**src/rtl/wfg_timing_core.sv**
```systemverilog
// Waveform-generator timing core: subcycle/sync strobe generation with optional burst length.
// Define WFG_CORE_RELOAD_EN to re-latch the subcycle and sync thresholds on every sync strobe.
module wfg_timing_core #(
    parameter int SUB_W   = 16,
    parameter int SYNC_W  = 8,
    parameter int BURST_W = 8
) (
    input  logic               clk,
    input  logic               rst,
    input  logic               en_i,
    input  logic               mode_i,
    input  logic [SUB_W-1:0]   subcycle_count_i,
    input  logic [SYNC_W-1:0]  sync_count_i,
    input  logic [BURST_W-1:0] burst_len_i,
    output logic               start_o,
    output logic               subcycle_o,
    output logic               sync_o,
    output logic [SYNC_W-1:0]  subcycle_cnt_o,
    output logic [BURST_W-1:0] sync_cnt_o,
    output logic               active_o,
    output logic               done_o
);

`ifdef WFG_CORE_RELOAD_EN
    localparam bit RELOAD = 1'b1;
`else
    localparam bit RELOAD = 1'b0;
`endif

    typedef enum logic [1:0] {IDLE, RUN, DONE} state_t;

    state_t               state_q, state_d;
    logic [SUB_W-1:0]     div_q, div_d;
    logic [SUB_W-1:0]     sub_thr_q, sub_thr_d;
    logic [SYNC_W-1:0]    sync_thr_q, sync_thr_d;
    logic [BURST_W-1:0]   burst_len_q, burst_len_d;
    logic                 burst_mode_q, burst_mode_d;

    logic                 start_d, subcycle_d, sync_d, active_d, done_d;
    logic [SYNC_W-1:0]    subcycle_cnt_d;
    logic [BURST_W-1:0]   sync_cnt_d;

    logic                 strobe_due, sync_due, burst_end;
    logic [BURST_W-1:0]   sync_cnt_inc;

    assign strobe_due   = (div_q == sub_thr_q);
    assign sync_due     = strobe_due && (subcycle_cnt_o == sync_thr_q);
    // Burst ends where sync strobe B+1 would be emitted, i.e. B syncs already counted.
    assign burst_end    = sync_due && burst_mode_q && (burst_len_q != '0)
                          && (sync_cnt_o == burst_len_q);
    assign sync_cnt_inc = (sync_cnt_o == {BURST_W{1'b1}}) ? sync_cnt_o : sync_cnt_o + 1'b1;

    always_ff @(posedge clk or posedge rst) begin
        if (rst) begin
            state_q <= IDLE;
        end else begin
            state_q <= state_d;
        end
    end

    always_comb begin
        state_d = state_q;
        case (state_q)
            IDLE: if (en_i) state_d = RUN;
            RUN: begin
                if (!en_i) begin
                    state_d = IDLE;
                end else if (burst_end) begin
                    state_d = DONE;
                end
            end
            DONE: if (!en_i) state_d = IDLE;
            default: state_d = IDLE;
        endcase
    end

    always_comb begin
        start_d        = 1'b0;
        subcycle_d     = 1'b0;
        sync_d         = 1'b0;
        active_d       = 1'b0;
        done_d         = 1'b0;
        subcycle_cnt_d = '0;
        sync_cnt_d     = '0;
        div_d          = '0;
        sub_thr_d      = sub_thr_q;
        sync_thr_d     = sync_thr_q;
        burst_len_d    = burst_len_q;
        burst_mode_d   = burst_mode_q;
        case (state_q)
            IDLE: begin
                if (en_i) begin
                    start_d      = 1'b1;
                    subcycle_d   = 1'b1;
                    sync_d       = 1'b1;
                    active_d     = 1'b1;
                    sync_cnt_d   = {{(BURST_W-1){1'b0}}, 1'b1};
                    sub_thr_d    = subcycle_count_i;
                    sync_thr_d   = sync_count_i;
                    burst_len_d  = burst_len_i;
                    burst_mode_d = mode_i;
                end
            end
            RUN: begin
                if (en_i && burst_end) begin
                    done_d     = 1'b1;
                    sync_cnt_d = sync_cnt_o;
                end else if (en_i) begin
                    active_d       = 1'b1;
                    subcycle_cnt_d = subcycle_cnt_o;
                    sync_cnt_d     = sync_cnt_o;
                    if (!strobe_due) begin
                        div_d = div_q + 1'b1;
                    end else if (sync_due) begin
                        subcycle_d     = 1'b1;
                        sync_d         = 1'b1;
                        subcycle_cnt_d = '0;
                        sync_cnt_d     = sync_cnt_inc;
                        if (RELOAD) begin
                            sub_thr_d  = subcycle_count_i;
                            sync_thr_d = sync_count_i;
                        end
                    end else begin
                        subcycle_d     = 1'b1;
                        subcycle_cnt_d = subcycle_cnt_o + 1'b1;
                    end
                end
            end
            DONE: begin
                if (en_i) begin
                    done_d     = 1'b1;
                    sync_cnt_d = sync_cnt_o;
                end
            end
            default: ;
        endcase
    end

    // Registered outputs, counters and latched configuration.
    always_ff @(posedge clk or posedge rst) begin
        if (rst) begin
            start_o        <= 1'b0;
            subcycle_o     <= 1'b0;
            sync_o         <= 1'b0;
            active_o       <= 1'b0;
            done_o         <= 1'b0;
            subcycle_cnt_o <= '0;
            sync_cnt_o     <= '0;
            div_q          <= '0;
            sub_thr_q      <= '0;
            sync_thr_q     <= '0;
            burst_len_q    <= '0;
            burst_mode_q   <= 1'b0;
        end else begin
            start_o        <= start_d;
            subcycle_o     <= subcycle_d;
            sync_o         <= sync_d;
            active_o       <= active_d;
            done_o         <= done_d;
            subcycle_cnt_o <= subcycle_cnt_d;
            sync_cnt_o     <= sync_cnt_d;
            div_q          <= div_d;
            sub_thr_q      <= sub_thr_d;
            sync_thr_q     <= sync_thr_d;
            burst_len_q    <= burst_len_d;
            burst_mode_q   <= burst_mode_d;
        end
    end

endmodule

```
**config.mk**
```make
export PLATFORM = sky130hd
export DESIGN_NAME = wfg_timing_core
export DESIGN_NICKNAME = d
export VERILOG_FILES = /design/src/rtl/wfg_timing_core.sv
export SDC_FILE = /design/constraint.sdc
export NUM_CORES = 1
export LEC_CHECK = 0
export ABC_AREA = 1
export BUFFER_PORTS_ARGS = -buffer_cell sky130_fd_sc_hd__buf_2
export CORE_MARGIN = 4
export CORE_UTILIZATION = 52
export DETAILED_ROUTE_END_ITERATION = 10
export PLACE_DENSITY = 0.76
export SYNTH_ARGS = -nofsm -noshare
export SYNTH_HDL_FRONTEND = slang
export SYNTH_SLANG_ARGS = --single-unit
```
**constraint.sdc**
```tcl
create_clock -name clk -period 1.8 [get_ports clk]
set_input_delay 0.09 -clock clk [delete_from_list [all_inputs] [get_ports clk]]
set_output_delay 0.09 -clock clk [all_outputs]
set_load 0.02 [all_outputs]
```
# Word-level counts from Yosys, hierarchy flattened
# Index checks and enable logic that the tools add are counted.
# totals
regBits	72
input_bits	36
# classes
n_addsub	3
n_eq_ne	14
n_mux	37
n_reduce_logical	10
# op_table
op	count
$mux W8	11
$mux W16	4
$pmux W8 S3	1
$add A16 B1 Y16 const B	1
$add A8 B1 Y8 const B	2
$eq A16 B16 Y1	1
$eq A8 B8 Y1	2
$mux W1	12
$ne A3 B3 Y1 const B	4
$eq A8 B8 Y1 const B	1
$mux W2	4
$pmux W1 S2	4
$reduce_bool A8 Y1	1
$ne A2 B2 Y1 const B	3
$pmux W2 S3	1
$logic_and A1 B1 Y1	5
$reduce_and A5 Y1	1
$ne A4 B4 Y1 const B	1
$reduce_and A3 Y1	1
$eq A2 B1 Y1 const B	1
$eq A2 B2 Y1 const B	1
$logic_not A2 Y1	1
$reduce_and A2 Y1	1

# Depth between registers and ports, before layout
# Gate-level depths: netlist (run 1).
# logic_depth
depth_word	8
ltp_mapped	14
depth_no_buf	13

# Worst setup path after synthesis (run 1)
# OpenSTA, ideal clock, no wires.
# synth_timing
kind	reg-to-reg
startpoint	reg sync_cnt_o[0]
endpoint	reg sync_cnt_o[2]
setup_time_ns	0.066
arrival_time_ns	1.711
path_slack_ns	0.023
path_stages_with_launch	10
period_less_slack_ns	1.777
path_cell_list	dfrtp_1 -> ha_1 -> nand3_1 -> nor2_1 -> nand3_1 -> o31ai_1 -> a21oi_4 -> nand2_4 -> nand2_1 -> nand2_1
# synth_via
elab_chain_len	7
elab_cells_between_ends	14
# synth_lines
element	line_no	rtl
start, declared	19	output logic [BURST_W-1:0] sync_cnt_o,
start signal, assigned	161	sync_cnt_o <= sync_cnt_d;
$add A8 B1 Y8	51	assign sync_cnt_inc = (sync_cnt_o == {BURST_W{1'b1}}) ? sync_cnt_o : sync_cnt_o + 1'b1;
$mux W8	51	
$mux W8	114	end else if (sync_due) begin
$mux W8	112	if (!strobe_due) begin
$mux W8	108	end else if (en_i) begin
$mux W8	105	if (en_i && burst_end) begin
$pmux W8 S3	90	case (state_q)
# Parallel ways exist; a longest one is shown, timed or not. The select of a mux whose other input is x is not followed.
# A chain may end at the register's enable or synchronous reset.

# Worst setup path after layout (run 1)
# layout_timing
startpoint	reg sync_cnt_o[0]
endpoint	reg sync_cnt_o[6]
# The elaborated chain is that of the path after synthesis.

==> reports/summary.md, run 1 <==
Synthesis produced 513 cells. Max-slew headroom at the worst pin: 72.99%. Across the routed clock network, the largest skew measured is 0.006646 ns. In this run the clock root is driven by a sky130_fd_sc_hd__clkbuf_8. The synthesis-to-layout area growth is 30.58%, and the period utilization is 94.88%.

The share of synthesized cell area in and, or, nand and nor gates was 30.99%; the adder-cell share of the synthesized area was 1.905%. The logs give 5.948 mW for the total power and 2.09 ns for the worst endpoint required time. Global-route wire length before repair: 15450 microns. The total number of cells along the worst setup path works out to 9. Setup violations remaining at the end of the flow were counted as 0. Entering global routing, the biggest net connects 73 pins. Static timing analysis puts the maximum clock frequency at 0.5855 GHz. The tools report the type of origin of the critical path as a flip-flop. The share of synthesized area in the top cell type comes to 45.73%.

Mean post-synth cell area: 7.680 sq um. The sequential cell area fraction in the yosys report was 45.73%. The later pin in the worst-skew pair is clocked with a latency of 0.35 ns.

The critical path goes through ha_2 > nand3_2 > nor2_4 > nand3_2 > o31ai_4 > a21oi_4 > nand2_4 > nand2_1 > nand2_1. Summing the areas of all compound-gate instances in the mapped netlist gives 5.970% of the synthesized area. The mapped netlist covers 3940 sq um. The floorplan has 31 rows. The max-slew violation count was 0. The detailed router placed 3621 vias in this run. The largest total area in the synthesized netlist belongs to sky130_fd_sc_hd__dfrtp_1. Clock tree synthesis inserted a total of 9 buffers. The first detailed-routing pass took 5 iterations. Together, buffers and inverters on the worst path number 0.

Overall die area: 9034 sq um. The fraction of registers with async set or reset after synthesis is 100.0%, and the cell area power density is 1156 nW/um^2. The critical path endpoint category is a flip-flop. Path class of the lowest-slack min-delay path: input pin to flip-flop. Sorting the synthesized cells by area gives the leading types as sky130_fd_sc_hd__dfrtp_1 (46%), sky130_fd_sc_hd__nand2_1 (16%), sky130_fd_sc_hd__inv_1 (5.1%). The aggregate global routing overflow came out at 0.

Of the total synthesized cell area, the portion taken by XOR and XNOR cells is 7.780%. Effective utilization at floorplan: 54.03%. For this run, design rule violations remaining after detail routing come to 0. The overall track demand over capacity in global routing was 21.91%; the total of max-cap violations was 0.

Measured in cells, the most critical reg-to-reg path has a length of 9. The run gives 72 as the clock sink count. Setup repair after global routing could not meet its margin everywhere.

Excluding fillers, the count of instances in the completed layout stands at 737. The synthesized design contains 72 register bits. Across all hold checks on the routed design, the worst slack comes to 0.2077 ns.

Largest family of logic cells by synthesized area: simple AND/OR/NAND/NOR gates. The number of fillers in the final layout was 589; the cell depth of the worst min-delay path was 6. The largest individual stage delay along the critical path comes from the cell sky130_fd_sc_hd__dfrtp_1.

Data on the critical path arrives at its endpoint at 2.00 ns. After synthesis, the most frequently instantiated cells are sky130_fd_sc_hd__nand2_1 (170), sky130_fd_sc_hd__dfrtp_1 (72), sky130_fd_sc_hd__inv_1 (54). For the pin with the worst max-slew slack, the measured transition is 0.3995 ns. TritonCTS built the clock tree. Clock edge transition at the registers on the reported setup and hold paths: 0.08 ns. The worst IR drop on VDD is 0.8946 mV, and the synthesis warning total is 0. The run finished with clean final reports. The detailed-route vias per instance came out at 4.913.

The most instantiated library cell after synthesis is sky130_fd_sc_hd__nand2_1. Once placement completed, the tool counted placed cells totaling 676. The final critical delay including setup and external delays is 1.708 ns, and the number of antenna diodes is 0.

In this design, the stage delay of the slowest critical-path cell is 0.41 ns. For the synthesized netlist net count, the log shows 555. The initial antenna violation count is 0.

The run gives 7292 sq um as the area of the placeable core. The logs give 0.8943 for the final RePlAce weighted congestion and 2 for the maximum clock path buffer count. The chip width is 95.05 microns, and the leakage dissipation is 2.575 nW. Dividing the detail-routed wire length by the instance count gives 12.94 microns.

The final wirelength came out at 9535 microns. The type of the setup path with the least slack was flip-flop to flip-flop. For the final net count, the log shows 675. The height of the die is 95.05 microns, and the remaining antenna violation count after routing is 0.

The number of top-level pins is 57. In this design, the largest share of critical-path delay is due to simple AND/OR/NAND/NOR gates. Adding up every negative setup slack in the final design gives 0 ns. Top fanout value on the critical path: 8. For the maximum level of the CTS H-tree, the log shows 3. The logs give 188 for the initial DRC count and 33 for the distinct cell type count of the synthesized netlist. The tools report the number of global-route vias before repair as 3499. Detailed placement finished with a half-perimeter wire length of 6323 microns. The post-route netlist has 22.10% of its cells at a drive strength greater than 1. The run gives 0 as the hold violation count in the final report. In this run the tool buffered the top-level ports with 56 buffer cells.

The number of flops mapped to enable cells by yosys came out at 0. Predominant post-synthesis flop cell: sky130_fd_sc_hd__dfrtp_1. The multiplexer share of the synthesized area is 0%.
cell usage in the layout, fill, tap and decap left out, types with 2 or more instances in the layout:
cell type and count:
sky130_fd_sc_hd__clkinvlp_4 2, sky130_fd_sc_hd__clkinv_2 2, sky130_fd_sc_hd__clkbuf_1 2, sky130_fd_sc_hd__nor2_2 4, sky130_fd_sc_hd__clkinv_1 2, sky130_fd_sc_hd__a21oi_1 7
sky130_fd_sc_hd__xnor2_1 13, sky130_fd_sc_hd__buf_4 31, sky130_fd_sc_hd__o21ai_0 28, sky130_fd_sc_hd__a21oi_2 2, sky130_fd_sc_hd__buf_2 56, sky130_fd_sc_hd__xor2_1 22
sky130_fd_sc_hd__ha_1 5, sky130_fd_sc_hd__nor2_1 46, sky130_fd_sc_hd__nand2_1 167, sky130_fd_sc_hd__clkbuf_8 11, sky130_fd_sc_hd__dfrtp_1 68, sky130_fd_sc_hd__inv_2 7
sky130_fd_sc_hd__nand2_2 5, sky130_fd_sc_hd__dlygate4sd3_1 34, sky130_fd_sc_hd__nor3b_1 3, sky130_fd_sc_hd__dfrtp_2 4, sky130_fd_sc_hd__nor3_1 6, sky130_fd_sc_hd__nand3_1 26
sky130_fd_sc_hd__nand3_2 2, sky130_fd_sc_hd__nand4_1 11, sky130_fd_sc_hd__inv_1 52, sky130_fd_sc_hd__nand3_4 2, sky130_fd_sc_hd__nor2_4 4
cell type report:
class	count	area (sq um)	area share (%)
clock buffers	13	158.9	3.089
clock inverters	3	40.04	0.7782
inverters	63	244.0	4.742
multi-input cells	365	1898	36.89
flip-flops and latches	72	1807	35.12
well taps	99	123.9	2.408
repair buffers	122	873.3	16.97
sequential cells by signal, summed over array words and instances (netlist names):
register / cells
active_o: 1
burst_len_q: 8
burst_mode_q: 1
div_q: 16
done_o: 1
start_o: 1
state_q: 2
sub_thr_q: 16
subcycle_cnt_o: 8
subcycle_o: 1
sync_cnt_o: 8
sync_o: 1
sync_thr_q: 8
routing by layer:
metal,routed length [microns],vias up,track usage [%]
met5,0,-,0
met4,158,0,9.014
met3,359,14,4.341
met2,4811,83,38.17
met1,4206,1681,26.51
li1,-,1843,-
tightest hold or removal path, stage by stage:
cell and delay (ns):
sky130_fd_sc_hd__buf_2 0.13, sky130_fd_sc_hd__inv_1 0.05, sky130_fd_sc_hd__nand2_1 0.05, sky130_fd_sc_hd__nand3_1 0.10, sky130_fd_sc_hd__nand2_1 0.05, sky130_fd_sc_hd__nand2_1 0.05
per-stage QoR:
| step | utilization, % | cell area [sq um] | worst slack (ns) |
|---|---|---|---|
| 2_1_floorplan | - | 3944 | 0.02256 |
| 3_3_place_gp | 61.19 | 4462 | 0.1034 |
| 4_1_cts | 68.58 | 5001 | 0.02820 |
| 5_1_grt | 70.56 | 5145 | -0.02560 |
| 6_report | 70.56 | 5145 | 0.09217 |
| 3_5_place_dp | 61.19 | 4462 | 0.05143 |
repair_timing:
| item | CTS | global route |
|---|---|---|
| hold endpoints to repair | 105 | 0 |
| hold buffers | 34 | 0 |
| buffers inserted | 0 | 10 |
| endpoints found under the setup margin | 0 | 24 |
| resized for setup | 0 | 18 |
cells by family after synthesis:
group | after synthesis
simple gates | 281
buf+inv | 77
flops | 72
compound gates | 42
xor+xnor | 35
fa+ha+maj | 6
final timing paths:
path | start | to | slack, ns
worst max-delay path | sync_cnt_o[0]$_DFFE_PP0P_ | sync_cnt_o[6]$_DFFE_PP0P_ | 0.09
worst min-delay path | en_i | state_q[1]$_DFFE_PP0P_ | 0.21
worst max register to register | sync_cnt_o[0]$_DFFE_PP0P_ | sync_cnt_o[6]$_DFFE_PP0P_ | 0.09
worst min register to register | sub_thr_q[7]$_DFFE_PP0P_ | sub_thr_q[7]$_DFFE_PP0P_ | 0.51
max in group asynchronous | rst | sync_cnt_o[3]$_DFFE_PP0P_ | 1.10
min in group asynchronous | rst | sub_thr_q[13]$_DFFE_PP0P_ | 0.39
report_power, final:
group,leakage [nW],switching [mW],internal (mW)
sequential,0.936,0.342,2.05
clock,0.103,0.595,0.713
combinational,1.54,1.36,0.888
total,2.57,2.29,3.65
Note: power is estimated with default switching activity, not from simulation.
==> run 2: changes to the inputs <==
--- a/config.mk
+++ b/config.mk
@@ -10,6 +10,7 @@
 export CORE_MARGIN = 4
 export CORE_UTILIZATION = 52
 export DETAILED_ROUTE_END_ITERATION = 10
+export GPL_ROUTABILITY_DRIVEN = 0
 export PLACE_DENSITY = 0.76
 export SYNTH_ARGS = -nofsm -noshare
 export SYNTH_HDL_FRONTEND = slang
==> constraint.sdc (replaced) <==
create_clock -name clk -period 1.8 [get_ports clk]
set_input_delay 0.36 -clock clk [delete_from_list [all_inputs] [get_ports clk]]
set_output_delay 0.36 -clock clk [all_outputs]
set_load 0.02 [all_outputs]
==> reports/summary.md, run 2 (synthesis gave the netlist of run 1 again) <==
The path class of the lowest-slack min-delay path is input pin to async pin. Number of buffer cells added on primary ports: 56. The largest registers in the layout are div_q: 16 flops, sub_thr_q: 16 flops. Setup violations remaining at the end of the flow were counted as 0. Part of the total power dissipated in the clock network: 22.4%. Of the total power, the share spent switching nets is 38.74%. In this run the static leakage power is 2.433 nW. The tool flagged a number of max-cap violations equal to 0.

In the final layout, flip-flops and latches occupy 1807 sq um. The clock sink count is 72, and the initial antenna violation count is 0. The source-to-sink clock delay at the later pin of the worst-skew pair came out at 0.36 ns. Met1 wire length: 4059 microns. The repair_antennas step left the layout with diodes totalling 0.

The clock arrives with 0.008137 ns of skew. Derived from the worst setup path, the maximum achievable clock frequency is 0.5849 GHz. Setup repair after global routing could not meet its margin everywhere. The worst setup path is launched from a flip-flop. Dividing the detail-routed wire length by the instance count gives 12.85 microns. TritonCTS built the clock tree. The area of the placeable core was 7292 sq um. The top cell types in the final layout, fill and taps aside, are sky130_fd_sc_hd__nand2_1 (167), sky130_fd_sc_hd__dfrtp_1 (68), sky130_fd_sc_hd__buf_2 (56). Summed over all failing endpoints, the final setup total negative slack is 0 ns. Fill cells in the final layout number 640.

The total number of vias was 3474; the total met3 wirelength after detailed routing was 384 microns. The fraction of layout cells with a size suffix above 1 is 23.34%. Data arrives at the worst endpoint at 2.00 ns. Final net count: 641. Leading cell type in the layout, fill and taps excluded: sky130_fd_sc_hd__nand2_1.

For the maximum number of pins on one net before global-route repair, the log shows 73. The first global-routing pass estimated 14590 microns of wire. The run gives 0.1067 ns as the final hold slack.

In this run the power density over the cells is 1225 nW/um^2. The top routing layer in use is met4. The share of total power dissipated in sequential elements is 40.7%. The type of the setup path with the least slack is flip-flop to flip-flop. The first TritonRoute pass finished after 4 iterations.

The run gives 4427 microns as the total met2 wirelength after detailed routing. The area growth from synthesis to layout is 21.94%. The overall die area is 9034 sq um, and the post-DP HPWL is 6323 microns. The die is 95.05 microns tall.

Number of standard-cell rows in the floorplan: 31. Data on the critical path is required at its endpoint by 2.09 ns. For the number of buffers created by CTS, the log shows 9.

The clock root buffer is sky130_fd_sc_hd__clkbuf_8. In this run the tightest slew margin relative to its limit is 73.47%. The critical path endpoint category was a flip-flop.

The clock edge transition at the registers on the reported setup and hold paths came out at 0.07 ns. The flow ran to the end, and the final reports show no timing, DRC or antenna violations. Summed over all layers, the global routing overflow is 0. The power dissipated by switching net loads was 2.279 mW; the final critical delay including setup and external delays was 1.710 ns.

Global routing used 20.65% of the available tracks across all layers. Internal power comes to 3.605 mW. The hold violation count in the final report was 0; the detailed-route vias per instance was 4.942. The number of global-route vias before repair was 3293; the slew of the pin with the lowest slew margin was 0.3924 ns.

Along the worst path, the maximum fanout reaches 8. For the max-slew violation count, the log shows 0. For this block, the routed nets add up to 9037 microns of wire. Once the floorplan was initialized, standard cells occupied 54.03% of the core. The worst IR drop on VDD is 0.8887 mV, and the number of top-level pins is 57. The logs give 190 for the initial DRC count and 1898 sq um for the area used by multi-input combinational logic.

After layout, the worst path uses 94.99% of the clock period. The tools report the remaining design rule violation count as 0. The clock tree synthesis step divided the H-tree into 3 levels. The floorplan step set the die width to 95.05 microns. Combinational logic is responsible for 37.0% of the overall power. The detail route stage leaves a number of antenna-violating nets equal to 0. The core utilization of the finished layout came out at 65.89%. For the maximum clock path buffer count, the log shows 2.
-- run 2: metrics by stage --
stage | setup WS, ns | instances | power (mW) | instance area, sq um
2_1_floorplan | 0.02256 | 513 | 3.900 | 3944
3_3_place_gp | 0.1034 | 676 | 4.406 | 4462
3_5_place_dp | 0.05143 | 676 | 4.485 | 4462
4_1_cts | 0.02820 | 692 | 5.817 | 4661
5_1_grt | -0.02546 | 703 | 6.339 | 4805
6_report | 0.09021 | 703 | 5.884 | 4805
-- run 2: area by class of cell --
cell class	count	area share, %
Sequential cell	72	37.60
Clock buffer	13	3.307
Inverter	63	5.078
Clock inverter	3	0.8333
Multi-Input combinational cell	365	39.51
Tap cell	99	2.578
Timing Repair Buffer	88	11.09
-- run 2: final timing paths --
kind / from / endpoint / slack, ns / cells after the start
setup / recovery: sync_cnt_o[0]$_DFFE_PP0P_ / sync_cnt_o[6]$_DFFE_PP0P_ / 0.09 / 9
hold / removal: rst / sub_thr_q[11]$_DFFE_PP0P_ / 0.11 / 3
setup reg to reg: sync_cnt_o[0]$_DFFE_PP0P_ / sync_cnt_o[6]$_DFFE_PP0P_ / 0.09 / 9
hold reg to reg: sub_thr_q[7]$_DFFE_PP0P_ / sub_thr_q[7]$_DFFE_PP0P_ / 0.51 / 2
max in group asynchronous: rst / sync_cnt_o[3]$_DFFE_PP0P_ / 1.39 / 3
min in group clk: sync_count_i[4] / sync_thr_q[4]$_DFFE_PP0P_ / 0.19 / 3
-- run 2: per-layer routing --
| metal | vias up | track usage (%) |
|---|---|---|
| li1 | 1776 | - |
| met1 | 1610 | 25.69 |
| met2 | 74 | 34.88 |
| met3 | 14 | 4.341 |
| met4 | 0 | 8.654 |
| met5 | - | 0 |
-- run 2: what timing repair did --
action	CTS	global route
hold buffers	0	0
gates resized for setup	0	18
endpoints found under the hold margin	0	0
setup buffers	0	10
setup endpoints to repair	0	24
-- run 2: worst max-delay path: stages (launching register included) --
cell and delay (ns):
sky130_fd_sc_hd__dfrtp_1 0.42, sky130_fd_sc_hd__ha_2 0.23, sky130_fd_sc_hd__nand3_2 0.12, sky130_fd_sc_hd__nor2_4 0.14, sky130_fd_sc_hd__nand3_2 0.10, sky130_fd_sc_hd__o31ai_4 0.31
sky130_fd_sc_hd__a21oi_4 0.09, sky130_fd_sc_hd__nand2_4 0.12, sky130_fd_sc_hd__nand2_1 0.06, sky130_fd_sc_hd__nand2_1 0.07
-- run 2: power groups by stage --
stage	clock, mW	combinational, mW	sequential, mW
after global placement	0	2.01	2.40
after detailed placement	0	2.08	2.41
after global routing	1.41	2.49	2.44
after CTS	1.34	2.09	2.39
after floorplan	0	1.51	2.39
final	1.32	2.17	2.39
